<file path="config.mk">
export PLATFORM = sky130hd
export DESIGN_NAME = button_conditioner
export DESIGN_NICKNAME = d
export VERILOG_FILES = /design/src/rtl/button_conditioner.sv
export SDC_FILE = /design/constraint.sdc
export NUM_CORES = 1
export LEC_CHECK = 0
export BUFFER_PORTS_ARGS = -buffer_cell sky130_fd_sc_hd__clkbuf_2
export CAP_MARGIN = 0
export CORE_MARGIN = 3
export CORE_UTILIZATION = 50
export DETAILED_ROUTE_END_ITERATION = 10
export HOLD_SLACK_MARGIN = 0.05
export PLACE_DENSITY = 0.63
export SETUP_SLACK_MARGIN = 0.5
export SYNTH_ARGS = -nofsm -noshare
export SYNTH_HDL_FRONTEND = slang
export SYNTH_SLANG_ARGS = --single-unit
</file>
<file path="constraint.sdc">
create_clock -name clk -period 2.9 [get_ports clk]
set_clock_uncertainty 0.1 [all_clocks]
set_input_delay 0.58 -clock clk [delete_from_list [all_inputs] [get_ports clk]]
set_output_delay 0.58 -clock clk [all_outputs]
set_load 0.01 [all_outputs]
</file>
<file path="src/rtl/button_conditioner.sv">
// Button front-end: synchronises, debounces and edge-detects N raw buttons.
// Each channel produces a debounced level plus one-cycle press and release
// pulses. A held button can optionally emit repeated press pulses.
//
// Ports
//   clk          system clock, all state changes on its rising edge
//   clr_n        asynchronous active-low reset
//   btn_raw      raw asynchronous button pins
//   btn_level    debounced state, 1 = pressed
//   btn_press    one-cycle pulse on accepted press and on each auto-repeat
//   btn_release  one-cycle pulse on accepted release
//
// Debounce counting includes the sample that starts a change, so a change is
// accepted on the DEBOUNCE_CYCLES-th consecutive sample. A raw change that is
// stable before edge k first reaches the channel logic at edge k+2 and is
// accepted at edge k+1+DEBOUNCE_CYCLES.
module button_conditioner #(
    parameter int unsigned N               = 4,
    parameter int unsigned DEBOUNCE_CYCLES = 50000,
    parameter int unsigned REPEAT_EN       = 1,
    parameter int unsigned REPEAT_DELAY    = 25000000,
    parameter int unsigned REPEAT_PERIOD   = 10000000,
    parameter int unsigned ACTIVE_LOW      = 1
) (
    input  logic         clk,
    input  logic         clr_n,
    input  logic [N-1:0] btn_raw,
    output logic [N-1:0] btn_level,
    output logic [N-1:0] btn_press,
    output logic [N-1:0] btn_release
);

    localparam int unsigned CNT_W   = $clog2(DEBOUNCE_CYCLES + 1);
    localparam int unsigned REP_MAX = (REPEAT_DELAY > REPEAT_PERIOD) ? REPEAT_DELAY : REPEAT_PERIOD;
    localparam int unsigned REP_W   = $clog2(REP_MAX + 1);

    // Last count value before a change is accepted / a repeat fires.
    localparam logic [CNT_W-1:0] DB_LAST     = CNT_W'(DEBOUNCE_CYCLES - 1);
    localparam logic [REP_W-1:0] DELAY_LAST  = REP_W'(REPEAT_DELAY - 1);
    localparam logic [REP_W-1:0] PERIOD_LAST = REP_W'(REPEAT_PERIOD - 1);
    localparam logic [REP_W-1:0] REP_SAT     = {REP_W{1'b1}};

    // Raw level of a released button; the synchroniser resets to it.
    localparam logic [N-1:0] RAW_IDLE = (ACTIVE_LOW != 0) ? {N{1'b1}} : {N{1'b0}};

    typedef enum logic [1:0] {
        IDLE         = 2'd0,
        PRESS_WAIT   = 2'd1,
        HELD         = 2'd2,
        RELEASE_WAIT = 2'd3
    } state_t;

    logic [N-1:0] sync1;
    logic [N-1:0] sync2;
    logic [N-1:0] act;

    // Two-flop synchroniser for every button bit.
    always_ff @(posedge clk or negedge clr_n) begin
        if (!clr_n) begin
            sync1 <= RAW_IDLE;
            sync2 <= RAW_IDLE;
        end else begin
            sync1 <= btn_raw;
            sync2 <= sync1;
        end
    end

    // Normalise polarity: act = 1 means the button is pressed.
    assign act = (ACTIVE_LOW != 0) ? ~sync2 : sync2;

    for (genvar ch = 0; ch < int'(N); ch++) begin : g_ch

        state_t           state_q, state_d;
        logic [CNT_W-1:0] cnt_q, cnt_d;
        logic [REP_W-1:0] rep_q, rep_d;
        logic             periodic_q, periodic_d;
        logic             level_q, level_d;
        logic             press_q, press_d;
        logic             release_q, release_d;
        logic             rep_fire_c;

        // Repeat fires once the held count reaches the current target:
        // the initial delay first, then the period between repeats.
        always_comb begin
            rep_fire_c = 1'b0;
            if (REPEAT_EN != 0) begin
                if (periodic_q) begin
                    rep_fire_c = (rep_q >= PERIOD_LAST);
                end else begin
                    rep_fire_c = (rep_q >= DELAY_LAST);
                end
            end
        end

        // Channel state register.
        always_ff @(posedge clk or negedge clr_n) begin
            if (!clr_n) begin
                state_q    <= IDLE;
                cnt_q      <= '0;
                rep_q      <= '0;
                periodic_q <= 1'b0;
                level_q    <= 1'b0;
                press_q    <= 1'b0;
                release_q  <= 1'b0;
            end else begin
                state_q    <= state_d;
                cnt_q      <= cnt_d;
                rep_q      <= rep_d;
                periodic_q <= periodic_d;
                level_q    <= level_d;
                press_q    <= press_d;
                release_q  <= release_d;
            end
        end

        // Debounce / repeat next-state logic.
        always_comb begin
            state_d    = state_q;
            cnt_d      = cnt_q;
            rep_d      = rep_q;
            periodic_d = periodic_q;
            level_d    = level_q;
            press_d    = 1'b0;
            release_d  = 1'b0;

            unique case (state_q)
                IDLE: begin
                    if (act[ch]) begin
                        if (DEBOUNCE_CYCLES == 1) begin
                            // Single-sample debounce accepts immediately.
                            state_d    = HELD;
                            cnt_d      = '0;
                            level_d    = 1'b1;
                            press_d    = 1'b1;
                            rep_d      = '0;
                            periodic_d = 1'b0;
                        end else begin
                            state_d = PRESS_WAIT;
                            cnt_d   = CNT_W'(1);
                        end
                    end
                end

                PRESS_WAIT: begin
                    if (!act[ch]) begin
                        // Bounce rejected, nothing reported.
                        state_d = IDLE;
                        cnt_d   = '0;
                    end else if (cnt_q >= DB_LAST) begin
                        state_d    = HELD;
                        cnt_d      = '0;
                        level_d    = 1'b1;
                        press_d    = 1'b1;
                        rep_d      = '0;
                        periodic_d = 1'b0;
                    end else begin
                        cnt_d = cnt_q + CNT_W'(1);
                    end
                end

                HELD: begin
                    if (!act[ch]) begin
                        if (DEBOUNCE_CYCLES == 1) begin
                            state_d   = IDLE;
                            cnt_d     = '0;
                            level_d   = 1'b0;
                            release_d = 1'b1;
                        end else begin
                            state_d = RELEASE_WAIT;
                            cnt_d   = CNT_W'(1);
                        end
                    end else if (REPEAT_EN != 0) begin
                        if (rep_fire_c) begin
                            press_d    = 1'b1;
                            rep_d      = '0;
                            periodic_d = 1'b1;
                        end else if (rep_q != REP_SAT) begin
                            rep_d = rep_q + REP_W'(1);
                        end
                    end
                end

                RELEASE_WAIT: begin
                    // rep stays frozen here and resumes if the release bounces.
                    if (act[ch]) begin
                        state_d = HELD;
                        cnt_d   = '0;
                    end else if (cnt_q >= DB_LAST) begin
                        state_d   = IDLE;
                        cnt_d     = '0;
                        level_d   = 1'b0;
                        release_d = 1'b1;
                    end else begin
                        cnt_d = cnt_q + CNT_W'(1);
                    end
                end

                default: begin
                    state_d = IDLE;
                    cnt_d   = '0;
                end
            endcase
        end

        assign btn_level[ch]   = level_q;
        assign btn_press[ch]   = press_q;
        assign btn_release[ch] = release_q;
    end

endmodule
</file>
[After elaboration in Yosys (flattened, before gate mapping)]
Index checks and enable logic that the tools add are counted.
Cells by class
  add/subtract/negate cells: 8
  magnitude comparators: 12
  equal/unequal tests: 60
  mux-type cells: 144
  bitwise logic cells: 1
  reduce and logical (&&, ||, !) cells: 32
Operators by type and width (number)
  $mux W25: 20
  $mux W16: 20
  $pmux W16 S4: 4
  $pmux W25 S2: 4
  $add A25 B1 Y25 const B: 4
  $ge A25 B24 Y1 const B: 4
  $ge A25 B25 Y1 const B: 4
  $ne A25 B25 Y1 const B: 4
  $add A16 B1 Y16 const B: 4
  $ge A16 B16 Y1 const B: 4
  $ne A2 B2 Y1 const B: 32
  $reduce_and A5 Y1: 12
  $mux W1: 56
  $mux W2: 24
  $ne A3 B3 Y1 const B: 12
  $pmux W2 S4: 4
  $pmux W1 S2: 12
  $eq A2 B2 Y1 const B: 8
  $reduce_and A4 Y1: 4
  $reduce_bool A2 Y1: 8
  $eq A2 B1 Y1 const B: 4
  $logic_not A2 Y1: 4
  $reduce_and A2 Y1: 4
  $not A4 Y4: 1
Word-level totals
  flip-flop bits (word level): 196
  input bits: 6
  output and inout bits: 12
  word-level logic and storage cells: 287

[Depth between registers and ports, before layout]
  word-level depth: 5
  depth in mapped cells: 10

[Worst setup path after synthesis]
Ideal clock, no wire load.
  kind: reg-to-reg
  start point: reg g_ch[1].cnt_q[0]
  end point: reg g_ch[1].rep_q[14]
  library setup time: 0.140 ns
  arrival: 2.149 ns
  data required time: 2.660 ns
  setup slack: 0.511 ns
  cell stages (with the launch flop): 9
  path buffers: 1
  cells stage by stage: dfrtp_1 -> ha_1 -> a311o_1 -> a21oi_1 -> o22ai_1 -> o211ai_1 -> nand2b_4 -> buf_6 -> o311ai_2
On the way
  cells in the longest elaborated chain, start to end: 3
RTL lines
  start: declaration: RTL line 74  | logic [CNT_W-1:0] cnt_q, cnt_d;
  start signal: assignment: RTL line 107  | cnt_q <= cnt_d;
  $ge A16 B16 Y1: RTL line 149  | end else if (cnt_q >= DB_LAST) begin
  $ne A2 B2 Y1 (no source line)
  $reduce_and A5 Y1 (no source line)
  end signal: assignment: RTL line 108  | rep_q <= rep_d;
  end: declaration: RTL line 75  | logic [REP_W-1:0] rep_q, rep_d;
No other way between the ends.
A chain may end at the register's enable or synchronous reset.

[Worst setup path after layout]
  start point: reg g_ch[1].rep_q[17]
  end point: reg g_ch[1].rep_q[17]
On the way
  cells in the longest elaborated chain, start to end: 5
RTL lines
  $add A25 B1 Y25, or another cell as far along: RTL line 178  | rep_d = rep_q + REP_W'(1);
  $mux W25 / $mux W1 (equally long branches): RTL line 177, 87
  $mux W25: RTL line 173  | if (rep_fire_c) begin
  $mux W25: RTL line 162  | if (!act[ch]) begin
  $pmux W25 S2: RTL line 126  | unique case (state_q)
Parallel ways exist; a longest one is shown, timed or not. The select of a mux whose other input is x is not followed.

==> metrics.txt <==
drt first-iter violations 604; crit end category register; Filler Cell Count 1892; placed wire-length estimate 16600 µm; Tot GR Track Use 0.216; status finished, final reports clean; worst min path class in2reg; worst-margin pin slew 535 ps; Critical Path Fanout Max 7; maximum buffer depth of the clock tree 2; worst endpoint required time 3110 ps; CP startpoint kind register; static leakage 0.00554 µW; post-synth top area share 0.408; routed len/inst 16.2 µm; Arrival @ worst endpoint 2610 ps; first-pass GRT wire length 45500 µm; setup repair after global routing missed its margin yes; drc violations 0; DR vias 10400; Clk Tree Root Cell clkbuf_16; Synth Net Count 1378; CP delay by family, top simple AND/OR/NAND/NOR gates; Peak VDD IR 0.000758 V; Post-synth EDFFs 0; Yosys cell types 70; Initial Util 0.518; vias in the first global route 9528; site row count 54; worst setup margin 494 ps; Worst-path clk slew 70 ps; max incr delay on CP 530 ps; Final GP Congestion 0.830; H-tree levels 4; Syn Inst Count 1348; CTS Sinks 196; CP Cell Sequence or4b_4, nor4_4, o311ai_2, a22oi_2, buf_6, nor2b_4, buf_12, buf_6, nand3_1, o311ai_2; Area Growth Syn to Fin 17.9%; Die ar. 0.0249 mm²; latest clock arrival within the worst-skew pair 440 ps; Max Transition Viols Final 0; Port Buffers 17; Tcrit/Tclk final 0.830; Core Footprint 0.0222 mm²; pwr/cell area 652 mW/mm²; Synth area leaders dfrtp_1, nand2_1, o21ai_0, nand3_1, o31ai_1; Final min period 2410 ps; max-cap violations 0; largest net degree at the start of global routing 63; Boundary Pins 18; Nets 1429; Antenna Cells 0; Total Power 8850 µW; cell area after synthesis 0.0115 mm²; max_slew headroom 0.644; DP Worst Slack -45.4 ps; async set or reset register ratio after synthesis 1.00; post-route ant nets 0; total CTS buffers 17; total grt overflow 0; Worst Path Buf+Inv 3; critical path's slowest cell or4b_4; Post-synth top flop dfrtp_1; area leader, netlist dfrtp_1; antenna violations before repair 0; Final Hold Vio Count 0; Worst Setup Path Type reg2reg; mean post-synth cell area 8.55 µm²; Ys Warns 0; drt first pass iters 7; post-synthesis sequential area ratio 0.427; die width 158 µm; DIE HEIGHT 158 µm; CTS tree built; Synth Register Bits 196; Fmax 0.416 GHz; share of cells above drive strength 1 0.186; post-DR vias/cell 6.13; Total Wirelength 27300 µm; Setup violations, final 0
## kinds of logic (layout without fill, tap and decap cells)
logic type	Yosys count	count (layout)	synth area share
simple gates	609	616	0.265
compound gates	399	400	0.233
flops	196	196	0.427
buf+inv	118	174	0.0483
fa+ha+maj	24	24	0.0261
mux	2	2	0.00174
## worst reg2reg max path, stage by stage, from the launching register on
cell and delay (ps):
dfrtp_2 410, or4b_4 530, nor4_4 240, o311ai_2 170, a22oi_2 180, buf_6 150, nor2b_4 40, buf_12 140
buf_6 120, nand3_1 90, o311ai_2 100
## worst paths after layout
check                                   from                 to  slack (ps)  cells after the start
setup / recovery           g_ch[1].rep_q[17]  g_ch[1].rep_q[17]         490                     10
hold / removal                    btn_raw[2]           sync1[2]         120                      1
setup reg to reg           g_ch[1].rep_q[17]  g_ch[1].rep_q[17]         490                     10
hold reg to reg                     sync1[3]           sync2[3]         260                      0
max in group asynchronous              clr_n           sync1[2]        1310                      3
min in group asynchronous              clr_n  g_ch[2].cnt_q[10]         580                      2
## where the power goes
group / internal, µW / switching, µW
combinational: 1200 / 2050
sequential: 2900 / 196
clock: 1420 / 1090
total: 5520 / 3330
## final cells by class
type / count / area [µm²] / area share
sequential: 196 / 4930 / 0.363
tap: 280 / 350 / 0.0258
multi-input combinational: 1042 / 6630 / 0.488
timing repair buffer: 106 / 921 / 0.0678
clock buffer: 19 / 453 / 0.0333
inverter: 36 / 135 / 0.00995
clock inverter: 13 / 169 / 0.0124
## synthesized netlist by cell type, drive strengths merged, types with 13 or more instances
library cell  instances
o31ai                44
a21o                 15
ha                   24
nor2                 67
o311ai               37
nor4                 18
nand4                31
inv                  36
a21oi                53
nor3b                13
a31oi                34
clkbuf               48
buf                  34
nand2               221
nor3                 18
o21ai               146
dfrtp               188
and3                 43
and2                 25
nand3               110
## layout by cell type, fill, tap and decap left out, types with 6 or more instances in the layout
master / synthesis / routed
nand2_1: 221 / 218
dfrtp_1: 188 / 177
o21ai_0: 145 / 139
nand3_1: 110 / 106
buf_4: 14 / 66
nor2_1: 66 / 64
a21oi_1: 53 / 44
and3_1: 43 / 43
o31ai_1: 44 / 43
inv_1: 36 / 36
a31oi_1: 34 / 33
nand4_1: 31 / 31
and2_1: 25 / 24
clkbuf_16: 0 / 19
ha_1: 24 / 18
o311ai_2: 15 / 17
clkbuf_2: 0 / 16
nor3_1: 17 / 15
a21o_1: 15 / 15
nor3b_1: 13 / 13
buf_6: 6 / 13
dfrtp_2: 0 / 11
nor4_1: 18 / 10
or3_1: 11 / 10
and4_1: 10 / 9
o311ai_1: 10 / 9
a21oi_2: 0 / 8
o211ai_1: 8 / 8
or2_2: 9 / 8
o311ai_4: 0 / 8
dfstp_2: 8 / 8
a41oi_1: 7 / 7
o21ai_1: 1 / 6
a211o_1: 6 / 6
nor2b_1: 6 / 6
o21a_1: 7 / 6
buf_12: 0 / 6
## through the flow
step	setup TNS, ps	std cells	hold slack, ps	instance area, µm²	util
3_5_place_dp	-45.4	1605	247	11900	0.535
4_1_cts	0	1658	104	12800	0.576
6_report	0	1692	121	13600	0.611
2_1_floorplan	0	1348	184	11500	-
3_3_place_gp	-22.2	1605	245	11900	0.535
5_1_grt	0	1692	95.3	13600	0.611
## routing by layer
metal / wire, µm / share of wire / track usage / vias to the layer above
met2: 12900 / 0.47 / 0.348 / 178
met4: 212 / 0.0078 / 0.0434 / 0
li1: - / - / - / 5123
met3: 981 / 0.036 / 0.0364 / 22
met5: 0 / 0 / 0 / -
met1: 13200 / 0.48 / 0.310 / 5046
## sequential cells by signal, summed over array words and instances (netlist names), named ones only
name and count:
g_ch.cnt_q 64, g_ch.level_q 4, g_ch.periodic_q 4, g_ch.press_q 4, g_ch.release_q 4, g_ch.rep_q 100
g_ch.state_q 4, sync1 4, sync2 4
## timing repair
item	CTS	global route
buffers inserted	15	27
cloned	5	7
setup endpoints to repair	88	146
endpoints found under the hold margin	11	0
pin swaps	3	27
hold buffers	1	0
resized for setup	26	107
Power figures use the tool's default switching activity.
